## config.mk

```make
export PLATFORM = sky130hd
export DESIGN_NAME = rvfi_pc_chain_check
export DESIGN_NICKNAME = d
export VERILOG_FILES = /design/src/rtl/rvfi_pc_chain_check.sv
export SDC_FILE = /design/constraint.sdc
export NUM_CORES = 1
export LEC_CHECK = 0
export ABC_CLOCK_PERIOD_IN_PS = 14700
export BUFFER_PORTS_ARGS = -buffer_cell sky130_fd_sc_hd__buf_4
export CAP_MARGIN = 20
export CORE_ASPECT_RATIO = 2
export CORE_UTILIZATION = 61
export CTS_CLUSTER_DIAMETER = 60
export DETAILED_ROUTE_END_ITERATION = 16
export PLACE_DENSITY = 0.82
export SETUP_SLACK_MARGIN = 0.1
export SLEW_MARGIN = 20
export SYNTH_ARGS = -nofsm -noshare
export SYNTH_HDL_FRONTEND = slang
export SYNTH_SLANG_ARGS = --single-unit
```

## constraint.sdc

```tcl
create_clock -name i_clock -period 14.7 [get_ports i_clock]
set_clock_uncertainty 0.2 [all_clocks]
set_input_delay 1.47 -clock i_clock [delete_from_list [all_inputs] [get_ports i_clock]]
set_output_delay 1.47 -clock i_clock [all_outputs]
set_load 0.1 [all_outputs]
```

## src/rtl/rvfi_pc_chain_check.sv

```systemverilog
// Purpose: checks PC continuity across DEPTH consecutive retire links after a triggered base order.
// Latency: mismatch is combinational; sticky errors, fail_link and links_done update 1 cycle later.
// Backpressure: none; a pure observer that accepts any number of retires per cycle on NRET channels.
module rvfi_pc_chain_check #(
  parameter int XLEN      = 32,
  parameter int NRET      = 1,
  parameter int DEPTH     = 4,
  parameter int SKIP_INTR = 1
) (
  input  logic                 i_clock,
  input  logic                 i_reset,
  input  logic                 i_trig,
  input  logic [63:0]          i_trig_order,
  input  logic                 i_check,
  input  logic [NRET-1:0]      i_rvfi_valid,
  input  logic [64*NRET-1:0]   i_rvfi_order,
  input  logic [XLEN*NRET-1:0] i_rvfi_pc_rdata,
  input  logic [XLEN*NRET-1:0] i_rvfi_pc_wdata,
  input  logic [NRET-1:0]      i_rvfi_intr,
  output logic                 o_mismatch,
  output logic                 o_pc_error,
  output logic                 o_dup_error,
  output logic [4:0]           o_fail_link,
  output logic [4:0]           o_links_done,
  output logic                 o_all_done,
  output logic                 o_check_fail
);

  typedef enum logic [1:0] {S_IDLE, S_ARMED, S_DONE} state_t;

  state_t           r_state, w_state_nxt;
  logic [63:0]      r_base;
  // Write side slot j holds retire B+j; read side slot j holds retire B+j+1.
  // Link k (1..DEPTH) therefore pairs write slot k-1 with read slot k-1.
  logic [XLEN-1:0]  r_wpc [DEPTH];
  logic [XLEN-1:0]  r_rpc [DEPTH];
  logic [DEPTH-1:0] r_wv, r_rv, r_ri, r_res;
  logic             r_pc_error, r_dup_error;
  logic [4:0]       r_fail_link, r_links_done;

  logic             w_active;
  logic [63:0]      w_base;
  logic [63:0]      w_off [NRET];
  logic [XLEN-1:0]  w_wpc_av [DEPTH];
  logic [XLEN-1:0]  w_rpc_av [DEPTH];
  logic [DEPTH-1:0] w_wv_av, w_rv_av, w_ri_av, w_res_eff;
  logic [DEPTH-1:0] w_link_res, w_link_fail;
  logic             w_dup, w_pc_err_eff;
  logic [4:0]       w_cnt, w_first_fail, w_done_eff, w_links_nxt, w_fail_nxt;
  logic [5:0]       w_sum;

  // Merge stored slots (cleared on a re-arm) with this cycle's retires, then resolve links.
  always_comb begin
    w_active     = (r_state != S_IDLE) || i_trig;
    w_base       = i_trig ? i_trig_order : r_base;
    w_wv_av      = i_trig ? '0 : r_wv;
    w_rv_av      = i_trig ? '0 : r_rv;
    w_ri_av      = i_trig ? '0 : r_ri;
    w_res_eff    = i_trig ? '0 : r_res;
    w_pc_err_eff = i_trig ? 1'b0 : r_pc_error;
    w_done_eff   = i_trig ? 5'd0 : r_links_done;
    w_wpc_av     = r_wpc;
    w_rpc_av     = r_rpc;
    w_dup        = 1'b0;
    for (int c = 0; c < NRET; c++) begin
      w_off[c] = i_rvfi_order[64*c +: 64] - w_base;
    end
    // Lower channel index wins a same-cycle collision; a stored slot is never overwritten.
    for (int j = 0; j < DEPTH; j++) begin
      for (int c = 0; c < NRET; c++) begin
        if (w_active && i_rvfi_valid[c] && w_off[c] == 64'(j)) begin
          if (w_wv_av[j]) begin
            w_dup = 1'b1;
          end else begin
            w_wv_av[j]  = 1'b1;
            w_wpc_av[j] = i_rvfi_pc_wdata[XLEN*c +: XLEN];
          end
        end
        if (w_active && i_rvfi_valid[c] && w_off[c] == 64'(j + 1)) begin
          if (w_rv_av[j]) begin
            w_dup = 1'b1;
          end else begin
            w_rv_av[j]  = 1'b1;
            w_ri_av[j]  = i_rvfi_intr[c];
            w_rpc_av[j] = i_rvfi_pc_rdata[XLEN*c +: XLEN];
          end
        end
      end
    end
    w_cnt        = 5'd0;
    w_first_fail = 5'd0;
    for (int i = DEPTH - 1; i >= 0; i--) begin
      w_link_res[i]  = !w_res_eff[i] && w_wv_av[i] && w_rv_av[i];
      w_link_fail[i] = w_link_res[i] && !((SKIP_INTR != 0) && w_ri_av[i]) &&
                       (w_wpc_av[i] != w_rpc_av[i]);
      w_cnt = w_cnt + 5'(w_link_res[i]);
      if (w_link_fail[i]) w_first_fail = 5'(i + 1);
    end
    w_sum       = {1'b0, w_done_eff} + {1'b0, w_cnt};
    w_links_nxt = (w_sum > 6'(DEPTH)) ? 5'(DEPTH) : w_sum[4:0];
    w_fail_nxt  = i_trig ? 5'd0 : r_fail_link;
    if (!w_pc_err_eff && (|w_link_fail)) w_fail_nxt = w_first_fail;
  end

  // Next-state logic: arm from IDLE, re-arm on any trig, finish once every link resolved.
  always_comb begin
    w_state_nxt = r_state;
    case (r_state)
      S_IDLE:  if (i_trig) w_state_nxt = S_ARMED;
      S_ARMED: if (i_trig) w_state_nxt = S_ARMED;
               else if (r_links_done == 5'(DEPTH)) w_state_nxt = S_DONE;
      S_DONE:  if (i_trig) w_state_nxt = S_ARMED;
      default: w_state_nxt = S_IDLE;
    endcase
  end

  // State, scoreboard and sticky results; reset discards everything, including a same-cycle trig.
  always_ff @(posedge i_clock) begin
    if (i_reset) begin
      r_state      <= S_IDLE;
      r_base       <= '0;
      r_wpc        <= '{default: '0};
      r_rpc        <= '{default: '0};
      r_wv         <= '0;
      r_rv         <= '0;
      r_ri         <= '0;
      r_res        <= '0;
      r_pc_error   <= 1'b0;
      r_dup_error  <= 1'b0;
      r_fail_link  <= 5'd0;
      r_links_done <= 5'd0;
    end else begin
      r_state      <= w_state_nxt;
      r_base       <= w_base;
      r_wpc        <= w_wpc_av;
      r_rpc        <= w_rpc_av;
      r_wv         <= w_wv_av;
      r_rv         <= w_rv_av;
      r_ri         <= w_ri_av;
      r_res        <= w_res_eff | w_link_res;
      r_pc_error   <= w_pc_err_eff | (|w_link_fail);
      r_dup_error  <= (i_trig ? 1'b0 : r_dup_error) | w_dup;
      r_fail_link  <= w_fail_nxt;
      r_links_done <= w_links_nxt;
    end
  end

  assign o_mismatch   = |w_link_fail;
  assign o_pc_error   = r_pc_error;
  assign o_dup_error  = r_dup_error;
  assign o_fail_link  = r_fail_link;
  assign o_links_done = r_links_done;
  assign o_all_done   = (r_links_done == 5'(DEPTH));
  assign o_check_fail = i_check && (r_pc_error || o_mismatch || r_dup_error);

`ifdef FORMAL
  // The property this checker exists for: no broken PC chain and no duplicate retire.
  always_comb begin
    assert (!o_check_fail);
  end

  // The harness guarantees the base retire is visible on the trig cycle.
  always_comb begin
    for (int c = 0; c < NRET; c++) begin
      if (i_trig && i_rvfi_order[64*c +: 64] == i_trig_order) assume (i_rvfi_valid[c]);
    end
  end
`endif

endmodule

```

==> out/qor.csv, run 1 <==
stage;metric;value;unit
run_status;status;stopped before the end;
run_status;Halt Stage;global routing;
run_status;Error;[ERROR GRT-0232] Routing congestion too high. Check the congestion heatmap in the GUI.;
yosys;Synth Instances;2308;
die;I/O pin count;213;
yosys;Post-synth EDFFs;0;
placement;Inst Count DP;2848;
yosys;cell accounting for the most synthesized area;dfxtp_1;
yosys;Syn Area/Cell;8.60;um^2
die;die height;257;um
clock_tree;CTS Hold Bufs;0;
yosys;synthesized area;19800;um^2
yosys;number of synthesized register bits;348;
die;die width;130;um
yosys;top cell type's share of synthesized area;35.1;%
placement;gp weighted congestion;1.05;
clock_tree;clock buffer depth;3;
placement;IO Port Bufs;210;
die;Site Rows;93;
clock_tree;total CTS buffers;30;
clock_tree;Post-CTS Setup Inserts;0;
grt;grt total ovfl;1;
clock_tree;clk sinks;348;
yosys;Synth warnings;0;
yosys;post-synthesis sequential area ratio;35.1;%
clock_tree;CTS Root Cell;clkbuf_16;
clock_tree;Post-CTS Resized;0;
grt;Total GRT Usage;56.6;%
placement;Post-DP HPWL;62.9;mm
yosys;Cell variety after synth;83;
yosys;ys async rst share;0;%
yosys;top cells by area, synth;dfxtp_1, mux2i_1, nor2_1;
die;initial core utilization;61.8;%
clock_tree;H-tree depth;1;
yosys;most common flop cell mapped by yosys;dfxtp_1;
grt;largest net degree at the start of global routing;181;
[Yosys cell counts (17+ instances only)]
| library cell | count |
|---|---|
| xor2_1 | 74 |
| nor2b_1 | 17 |
| nand3_1 | 30 |
| ha_1 | 80 |
| a21oi_1 | 123 |
| xnor2_1 | 84 |
| dfxtp_1 | 348 |
| inv_1 | 23 |
| o211ai_1 | 17 |
| nor2_1 | 434 |
| o21ai_1 | 17 |
| nor4_1 | 42 |
| o21ai_0 | 70 |
| mux2i_1 | 328 |
| nand2_1 | 148 |
| nand4_1 | 70 |
| clkbuf_1 | 78 |
| nor3_1 | 34 |
[through the flow]
stage	setup slack, ns	hold WS (ns)	cell area (um^2)
after global placement	2.86	0.248	21600
after floorplan	3.98	0.242	19900
after detailed placement	2.73	0.280	21600
after CTS	2.75	0.294	22600
[metal layers]
| metal | overflow | GRT usage, % |
|---|---|---|
| met2 | 1 | 88.6 |
| met5 | 0 | 0.464 |
| met4 | 0 | 64.9 |
| met3 | 0 | 23.6 |
| met1 | 0 | 50.6 |
[logic make-up after synthesis]
logic type	after synthesis	synth area share [%]
DFF	348	35.1
buffers and inverters	140	3.11
xor gates and xnor gates	158	6.97
muxes	334	16.9
other	1	0.0189
and+or+nand+nor	858	20.0
AOI/OAI and AO/OA	386	12.6
adders and majority gates	83	5.35
==> run 2, diff against run 1 <==
- CORE_ASPECT_RATIO: 2 -> not set
- CORE_UTILIZATION: 61 -> 40
- CTS_CLUSTER_DIAMETER: 60 -> not set
- PLACE_DENSITY: 0.82 -> not set
- PLACE_DENSITY_LB_ADDON: not set -> 0.15
- SETUP_SLACK_MARGIN: 0.1 -> not set
==> out/qor.csv, run 2 <==
stage;metric;value;unit;change
critical_path;crit-path max cell delay;0.98;ns;
timing;RSZ-0062 raised after global routing;no;;
timing;Hold Violations, Final;0;;
critical_path;CP max FO;48;;
critical_path;Crit path max-delay family;simple AND/OR/NAND/NOR gates;;
die;Core ar.;49000;um^2;
run;MaxCap Viol Count;0;;
die;initial core utilization;40.5;%;was 61.8%
critical_path;Setup crit start kind;input pin;;
routing;drt initial violations;1309;;
yosys;most common flop cell mapped by yosys;dfxtp_1;;unchanged
clock_tree;CTS Root Cell;clkbuf_16;;unchanged
critical_path;CP bufs+invs;4;;
critical_path;Crit. path cell count;23;;
placement;IO Port Bufs;210;;unchanged
yosys;number of synthesized register bits;348;;unchanged
clock_tree;CTS Hold Bufs;0;;unchanged
clock_tree;Post-CTS Setup Inserts;0;;unchanged
timing;FMAX;0.0819;GHz;
timing;fin. max-slew vios;0;;
final_layout;most frequent cells in the layout;nor2_1, dfxtp_1, mux2i_1, buf_4, nand2_1;;
hold_path;Hold/Removal Path Class;reg -> reg;;
yosys;synth cell count leaders;nor2_1, dfxtp_1, mux2i_1, nand2_1, a21oi_1;;unchanged
final_layout;Design Area, Final;23200;um^2;
yosys;post-synthesis sequential area ratio;35.1;%;unchanged
critical_path;most frequent CP cell;buf_4;;
clock_tree;clock buffer depth;3;;unchanged
hold_path;Hold Crit Depth;2;;
critical_path;Worst Path Class, Setup;in -> out;;
yosys;synthesized area;19800;um^2;unchanged
grt;grt total ovfl;0;;
power_and_ir_drop;Static Leakage;10.1;nW;
die;die height;225;um;was 257 um
grt;first-pass GRT wire length;108;mm;
timing;Tcrit/Tclk final;83.1;%;
final_layout;number of fill cells in the layout;4816;;
grt;initial antenna violation count;1;;
routing;WL/cell;23.0;um;
yosys;top cell type's share of synthesized area;35.1;%;unchanged
final_layout;Reg area;6970;um^2;
clock_tree;H-tree depth;2;;was 1
clock_tree;Worst-path clk slew;0.06;ns;
routing;vias;17800;;
clock_tree;clk sinks;348;;unchanged
yosys;ys async rst share;0;%;unchanged
power_and_ir_drop;Pwr per Cell Area;107;nW/um^2;
yosys;Post-synth EDFFs;0;;unchanged
yosys;Syn Area/Cell;8.60;um^2;unchanged
critical_path;WP data arrival;10.55;ns;
timing;Tmin final;12.22;ns;
yosys;count leader, synth;nor2_1;;unchanged
die;I/O pin count;213;;unchanged
timing;Slew @ Worst Pin;1.12;ns;
critical_path;crit path capture type;output port;;
placement;dpl cell area;21900;um^2;was 21,600 um^2
die;die area;50500;um^2;
routing;Post-DRT Antenna Nets;0;;
grt;Total GRT Usage;28.1;%;
placement;Post-DP HPWL;56.9;mm;was 62.9 mm
grt;vias in the first global route;17200;;
yosys;cell accounting for the most synthesized area;dfxtp_1;;unchanged
critical_path;Critical Path RT;13.03;ns;
final_layout;Nets;2745;;
clock_tree;Post-CTS Resized;0;;unchanged
final_layout;antenna cells;0;;
final_layout;Syn-to-layout area delta;16.9;%;
timing;final setup fails;0;;
routing;First-pass DRT Iterations;5;;
run_status;status;completed;;was stopped before the end
routing;vias per std cell;5.64;;
critical_path;r2r worst-path depth;21;;
timing;Slew headroom;24.9;%;
critical_path;crit-path cells;buf_4 -> buf_4 -> mux2i_1 -> ha_1 -> nand2_1 -> o21ai_0 -> a221oi_1 -> nor2_1 -> a311oi_1 -> a31oi_1 -> or4_1 -> a2111oi_2 -> nand2_2 -> or4_2 -> buf_4 -> mux2i_1 -> xor2_1 -> nor4_1 -> nand4_1 -> o21ai_1 -> nand3_2 -> o31a_1 -> buf_4;;
grt;largest net degree at the start of global routing;168;;
yosys;Synth warnings;0;;unchanged
clock_tree;total CTS buffers;39;;was 30
final_layout;leading cell type in the layout, fill and taps excluded;nor2_1;;
yosys;top cells by area, synth;dfxtp_1, mux2i_1, nor2_1;;unchanged
critical_path;CP max stage cell;or4_2;;
yosys;Synth Instances;2308;;unchanged
yosys;Cell variety after synth;83;;unchanged
clock_tree;clock tree from TritonCTS;done;;
timing;TNS Setup;0;ns;
clock_tree;Clk Latency, worst-skew pair;0.58;ns;
die;Site Rows;81;;was 93
final_layout;share of cells above drive strength 1;13.1;%;
die;die width;225;um;was 130 um
final_layout;Multi-input gate area;12300;um^2;
final_layout;largest registers;r_rpc (128), r_wpc (128), r_base (64);;
placement;gp weighted congestion;0.994;;was 1.05
routing;WL final;72.5;mm;
routing;# DRC;0;;
power_and_ir_drop;Max IR drop VDD;0.0850;mV;
## run 2: report_power, final
part	total (mW)	internal, mW	switching, mW
logic	0.538	0.177	0.361
registers	0.957	0.954	0.00288
clock network	0.981	0.572	0.409
## run 2: cell type report
cell class / count / share of cell area (%)
clock inverter: 10 / 0.615
multi-input combinational: 1823 / 53.0
sequential: 348 / 30.0
clock buffer: 57 / 4.89
inverter: 23 / 0.372
tap: 664 / 3.58
timing repair buffer: 229 / 7.50
## run 2: tightest hold or removal path, cell delays in order (launching register included)
cell and delay (ns):
dfxtp_1 0.32, nand2_1 0.06, o21ai_1 0.06
## run 2: path summary, 6_finish.rpt
path | slack [ns] | to | from
worst min-delay path | 0.28 | o_fail_link[1]$_SDFFE_PP0P_ | o_fail_link[1]$_SDFFE_PP0P_
worst max-delay path | 2.48 | o_check_fail | i_trig
worst min register to register | 0.28 | o_fail_link[1]$_SDFFE_PP0P_ | o_fail_link[1]$_SDFFE_PP0P_
worst max register to register | 6.31 | o_pc_error$_SDFF_PP0_ | r_base[0]$_SDFF_PP0_
## run 2: metal layers
layer  part of all wire [%]  global-route usage, %  vias to the layer above
li1                       -                      -                     8526
met1                     47                   37.6                     8729
met2                     47                   47.3                      430
met3                    4.0                   3.28                       92
met4                    2.6                   8.14                        2
met5                  0.018                      0                        -
## run 2: per-stage QoR
stage / power [mW] / cells / utilization, % / hold slack (ns) / setup slack [ns]
2_1_floorplan: 1.30 / 2311 / - / 0.242 / 3.98
3_3_place_gp: 1.51 / 3086 / 44.8 / 0.249 / 2.42
3_5_place_dp: 1.51 / 3087 / 44.8 / 0.258 / 2.46
4_1_cts: 2.49 / 3154 / 47.4 / 0.275 / 2.44
5_1_grt: 2.57 / 3154 / 47.4 / 0.285 / 1.99
6_report: 2.48 / 3154 / 47.4 / 0.277 / 2.48
## run 2: cells by family after synthesis
logic type      count (synthesis)  share of synthesized area [%]
compound gates                386                           12.6
xor+xnor                      158                           6.97
fa+ha+maj                      83                           5.35
buf+inv                       140                           3.11
flops                         348                           35.1
mux                           334                           16.9
other cells                     1                         0.0189
simple gates                  858                           20.0
(Power assumes the default switching activity.)
==> run 3, diff against run 2 <==
- ABC_CLOCK_PERIOD_IN_PS: 14700 -> 12600
- clock period: 14.7 -> 12.6 ns (I/O delays scaled with it)
==> out/qor.csv, run 3 (same netlist as run 2, synthesis figures left out) <==
stage;metric;value;unit;change
routing;WL/cell;22.7;um;was 23.0 um
final_layout;Multi-input gate area;12300;um^2;about the same
routing;First-pass DRT Iterations;6;;was 5
timing;Slew @ Worst Pin;1.10;ns;was 1.12 ns
routing;drt initial violations;1385;;was 1,309
final_layout;Post-Route Utilization;47.5;%;was 47.4%
power_and_ir_drop;Design Power;2.93;mW;was 2.48 mW
timing;final setup fails;0;;unchanged
power_and_ir_drop;Pwr per Cell Area;126;nW/um^2;was 107 nW/um^2
final_layout;Reg area;6970;um^2;unchanged
timing;TNS Setup;0;ns;unchanged
die;I/O pin count;213;;unchanged
critical_path;WP data arrival;10.02;ns;was 10.55 ns
grt;largest net degree at the start of global routing;160;;was 168
placement;IO Port Bufs;210;;unchanged
grt;initial antenna violation count;0;;was 1
routing;# DRC;0;;unchanged
timing;Hold Violations, Final;0;;unchanged
final_layout;antenna cells;0;;unchanged
die;die height;225;um;unchanged
timing;Slew headroom;26.5;%;was 24.9%
timing;FMAX;0.0871;GHz;
critical_path;Worst Path Class, Setup;in -> out;;unchanged
clock_tree;clock buffer depth;3;;unchanged
placement;dpl cell area;21900;um^2;about the same
clock_tree;Post-CTS Resized;0;;unchanged
final_layout;share of cells above drive strength 1;13.3;%;was 13.1%
die;Site Rows;81;;unchanged
placement;gp weighted congestion;1.01;;was 0.994
power_and_ir_drop;Static Leakage;10.2;nW;was 10.1 nW
critical_path;Setup crit start kind;input pin;;unchanged
clock_tree;total CTS buffers;40;;was 39
timing;Tmin final;11.48;ns;
critical_path;CP max FO;35;;was 48
final_layout;largest registers;r_rpc (128), r_wpc (128), r_base (64);;unchanged
timing;fin. max-slew vios;0;;unchanged
routing;vias;17800;;about the same
critical_path;crit-path max cell delay;1.21;ns;was 0.98 ns
hold_path;Hold/Removal Path Class;reg -> reg;;unchanged
power_and_ir_drop;Max IR drop VDD;0.101;mV;was 0.0850 mV
critical_path;CP max stage cell;or4_2;;unchanged
timing;post-route setup slack;1.12;ns;was 2.48 ns
die;Core ar.;49000;um^2;unchanged
clock_tree;CTS Root Cell;clkbuf_16;;unchanged
clock_tree;Post-CTS Setup Inserts;0;;unchanged
placement;Post-DP HPWL;56.0;mm;was 56.9 mm
timing;Tcrit/Tclk final;91.1;%;
final_layout;leading cell type in the layout, fill and taps excluded;nor2_1;;unchanged
final_layout;Nets;2748;;was 2,745
clock_tree;clock tree from TritonCTS;done;;unchanged
critical_path;Critical Path RT;11.14;ns;was 13.03 ns
critical_path;crit path capture type;output port;;unchanged
grt;first-pass GRT wire length;107;mm;was 108 mm
clock_tree;CTS Hold Bufs;0;;unchanged
run_status;status;completed;;unchanged
routing;vias per std cell;5.65;;was 5.64
final_layout;most frequent cells in the layout;nor2_1, dfxtp_1, mux2i_1, buf_4, nand2_1;;unchanged
clock_tree;clk sinks;348;;unchanged
final_layout;Design Area, Final;23300;um^2;was 23,200 um^2
critical_path;crit-path cells;buf_4 -> buf_12 -> mux2i_1 -> ha_1 -> a21oi_1 -> o21ai_1 -> a221oi_1 -> nor2_1 -> a311oi_1 -> a31oi_1 -> or4_1 -> a2111oi_2 -> nand2_2 -> or4_2 -> mux2i_1 -> xor2_1 -> nor4_1 -> nand4_1 -> o21ai_1 -> nand3_2 -> o31a_1 -> buf_4;;was buf_4 -> buf_4 -> mux2i_1 -> ha_1 -> nand2_1 -> o21ai_0 -> a221oi_1 -> nor2_1 -> a311oi_1 -> a31oi_1 -> or4_1 -> a2111oi_2 -> nand2_2 -> or4_2 -> buf_4 -> mux2i_1 -> xor2_1 -> nor4_1 -> nand4_1 -> o21ai_1 -> nand3_2 -> o31a_1 -> buf_4
clock_tree;Clk Latency, worst-skew pair;0.59;ns;was 0.58 ns
die;die width;225;um;unchanged
clock_tree;Worst-path clk slew;0.05;ns;was 0.06 ns
final_layout;Syn-to-layout area delta;17.2;%;was 16.9%
timing;RSZ-0062 raised after global routing;no;;unchanged
grt;Total GRT Usage;27.9;%;was 28.1%
routing;WL final;71.6;mm;was 72.5 mm
run;MaxCap Viol Count;0;;unchanged
grt;grt total ovfl;0;;unchanged
routing;Post-DRT Antenna Nets;0;;unchanged
final_layout;number of fill cells in the layout;4775;;was 4,816
clock_tree;H-tree depth;2;;unchanged
die;initial core utilization;40.5;%;unchanged
grt;vias in the first global route;17200;;about the same
die;die area;50500;um^2;unchanged
placement;Setup WS pre-CTS;1.20;ns;was 2.46 ns
-- run 3: where the power goes --
part           internal [mW]  switching (mW)  leakage, nW
registers               1.11         0.00348         2.82
clock network          0.695           0.494        0.660
logic                  0.209           0.418         6.69
-- run 3: final timing paths --
check	from	endpoint	slack, ns	cells past startpoint
worst max-delay path	i_trig	o_check_fail	1.12	22
worst min-delay path	r_res[2]$_SDFF_PP0_	r_res[2]$_SDFF_PP0_	0.27	1
worst max register to register	r_base[0]$_SDFF_PP0_	o_pc_error$_SDFF_PP0_	4.22	21
worst min register to register	r_res[2]$_SDFF_PP0_	r_res[2]$_SDFF_PP0_	0.27	1
-- run 3: worst max-delay path: cells and delay by family --
kind,cells,cell delay (ns)
AO/OA/AOI/OAI,8,3.34
AND/OR/NAND/NOR,7,3.15
buffers and inverters,3,0.98
multiplexers,2,0.77
adder cells (fa/ha/maj),1,0.37
XOR/XNOR,1,0.11
-- run 3: cell type report --
type	instances	area share, %
Multi-Input combinational cell	1823	52.8
Sequential cell	348	29.9
Timing Repair Buffer	231	7.54
Clock buffer	56	4.86
Tap cell	664	3.57
Clock inverter	15	0.882
Inverter	23	0.371
-- run 3: metal layers --
layer  share of wire [%]  GRT usage [%]
met4                 2.9           8.49
met5                   0              0
met3                 4.4           2.94
met2                  47           47.2
met1                  45           37.1
-- run 3: metrics by stage --
| step | hold WS [ns] | cells |
|---|---|---|
| 2_1_floorplan | 0.242 | 2311 |
| 3_3_place_gp | 0.253 | 3089 |
| 3_5_place_dp | 0.254 | 3089 |
| 4_1_cts | 0.269 | 3160 |
| 5_1_grt | 0.278 | 3160 |
| 6_report | 0.269 | 3160 |
==> run 4, diff against run 3 <==
- ABC_CLOCK_PERIOD_IN_PS: 12600 -> 14300
- clock period: 12.6 -> 14.3 ns (I/O delays scaled with it)
==> out/qor.csv, run 4 (same netlist as run 2, synthesis figures left out) <==
stage;metric;value;unit;change
die;die width;225;um;unchanged
run;MaxCap Viol Count;0;;unchanged
final_layout;most frequent cells in the layout;nor2_1, dfxtp_1, mux2i_1, buf_4, nand2_1;;unchanged
routing;vias;17600;;was 17,800
placement;Setup WS pre-CTS;2.43;ns;was 1.20 ns
power_and_ir_drop;Max IR drop VDD;0.0904;mV;was 0.101 mV
clock_tree;Worst-path clk slew;0.05;ns;about the same
critical_path;crit path capture type;output port;;unchanged
final_layout;Reg area;6970;um^2;unchanged
hold_path;Hold Crit Depth;1;;unchanged
final_layout;Multi-input gate area;12300;um^2;unchanged
clock_tree;CTS Root Cell;clkbuf_16;;unchanged
clock_tree;total CTS buffers;40;;unchanged
grt;first-pass GRT wire length;106;mm;was 107 mm
timing;Slew headroom;19.0;%;was 26.5%
timing;hold slack;0.280;ns;was 0.269 ns
grt;Total GRT Usage;27.7;%;was 27.9%
grt;vias in the first global route;17200;;about the same
final_layout;Nets;2745;;was 2,748
placement;IO Port Bufs;210;;unchanged
timing;post-route setup slack;2.32;ns;was 1.12 ns
critical_path;r2r worst-path depth;20;;was 21
critical_path;CP max FO;32;;was 35
critical_path;Critical Path RT;12.67;ns;was 11.14 ns
timing;FMAX;0.0835;GHz;
timing;TNS Setup;0;ns;unchanged
clock_tree;clk sinks;348;;unchanged
die;die area;50500;um^2;unchanged
routing;WL final;71.5;mm;was 71.6 mm
timing;Slew @ Worst Pin;1.20;ns;was 1.10 ns
timing;Tmin final;11.98;ns;
final_layout;largest registers;r_rpc (128), r_wpc (128), r_base (64);;unchanged
die;I/O pin count;213;;unchanged
clock_tree;Clk Latency, worst-skew pair;0.58;ns;was 0.59 ns
clock_tree;Post-CTS Resized;0;;unchanged
critical_path;Worst Path Class, Setup;in -> out;;unchanged
routing;# DRC;0;;unchanged
final_layout;antenna cells;0;;unchanged
routing;vias per std cell;5.59;;was 5.65
final_layout;non-filler cells in the finished layout;3158;;was 3,160
final_layout;leading cell type in the layout, fill and taps excluded;nor2_1;;unchanged
final_layout;Syn-to-layout area delta;17.5;%;was 17.2%
power_and_ir_drop;Static Leakage;10.2;nW;about the same
clock_tree;clock buffer depth;3;;unchanged
die;Core ar.;49000;um^2;unchanged
placement;gp weighted congestion;0.999;;was 1.01
timing;Hold Violations, Final;0;;unchanged
critical_path;WP data arrival;10.35;ns;was 10.02 ns
routing;Post-DRT Antenna Nets;0;;unchanged
timing;Tcrit/Tclk final;83.8;%;
routing;WL/cell;22.6;um;was 22.7 um
clock_tree;H-tree depth;2;;unchanged
die;initial core utilization;40.5;%;unchanged
die;die height;225;um;unchanged
final_layout;share of cells above drive strength 1;13.2;%;was 13.3%
placement;Inst Count DP;3086;;was 3,089
timing;RSZ-0062 raised after global routing;no;;unchanged
routing;First-pass DRT Iterations;7;;was 6
timing;fin. max-slew vios;0;;unchanged
grt;largest net degree at the start of global routing;212;;was 160
die;Site Rows;81;;unchanged
clock_tree;clock tree from TritonCTS;done;;unchanged
run_status;status;completed;;unchanged
routing;drt initial violations;1320;;was 1,385
grt;grt total ovfl;0;;unchanged
power_and_ir_drop;Pwr per Cell Area;113;nW/um^2;was 126 nW/um^2
critical_path;Setup crit start kind;input pin;;unchanged
clock_tree;CTS Hold Bufs;0;;unchanged
grt;initial antenna violation count;0;;unchanged
timing;final setup fails;0;;unchanged
placement;Post-DP HPWL;56.3;mm;was 56.0 mm
clock_tree;Post-CTS Setup Inserts;0;;unchanged
hold_path;Hold/Removal Path Class;reg -> reg;;unchanged
final_layout;number of fill cells in the layout;4867;;was 4,775
[run 4: cell types whose count changed in the layout (fill, tap and decap cells not counted), moves of 2 or more]
| cell | change |
|---|---|
| bufinv_16 | +3 |
| buf_4 | -3 |
| clkbuf_8 | -2 |
| clkinvlp_4 | +2 |
[run 4: final timing paths]
| path | start | end | slack (ns) |
|---|---|---|---|
| max | i_trig | o_check_fail | 2.32 |
| min | r_res[1]$_SDFF_PP0_ | r_res[1]$_SDFF_PP0_ | 0.28 |
| min reg2reg | r_res[1]$_SDFF_PP0_ | r_res[1]$_SDFF_PP0_ | 0.28 |
| max reg2reg | r_base[34]$_SDFF_PP0_ | o_fail_link[2]$_SDFFE_PP0P_ | 5.86 |
[run 4: area by class of cell]
cell class / count / area share [%]
clock buffers: 53 / 4.72
clock inverters: 19 / 1.35
inverters: 23 / 0.370
multi-input cells: 1823 / 52.7
flip-flops and latches: 348 / 29.9
well taps: 664 / 3.56
repair buffers: 228 / 7.43
[run 4: critical path, cell delays in order]
cell	delay, ns
buf_4	0.33
buf_4	0.47
mux2i_1	0.36
ha_1	0.37
a21oi_1	0.27
nand2_1	0.09
o21ai_1	0.25
o211ai_1	0.33
a311oi_1	0.98
a31oi_1	0.37
or4_1	0.63
a2111oi_2	0.57
nand2_2	0.14
or4_2	0.66
buf_4	0.33
mux2i_1	0.23
xor2_1	0.21
nor4_1	1.01
nand4_1	0.28
o21ai_1	0.30
nand3_2	0.16
o31a_1	0.26
buf_4	0.23
[run 4: where the power goes]
group          total, mW  switching, mW  internal [mW]
clock network       1.10          0.439          0.658
logic              0.549          0.367          0.183
registers          0.984        0.00309          0.981
total               2.63          0.809           1.82
[run 4: layer usage]
layer  vias up  wire length [um]  GRT usage, %
li1       8529                 -             -
met4         0              2110          8.95
met3        96              3010          3.28
met2       458             33100          46.2
met1      8562             33300          37.1
met5         -                 0             0
[run 4: metrics by stage]
stage / total power, mW / utilization (%) / area, um^2
after global placement: 1.55 / 44.7 / 21900
after CTS: 2.65 / 47.6 / 23300
final: 2.63 / 47.6 / 23300
after global routing: 2.73 / 47.6 / 23300
after detailed placement: 1.55 / 44.7 / 21900
after floorplan: 1.34 / - / 19900
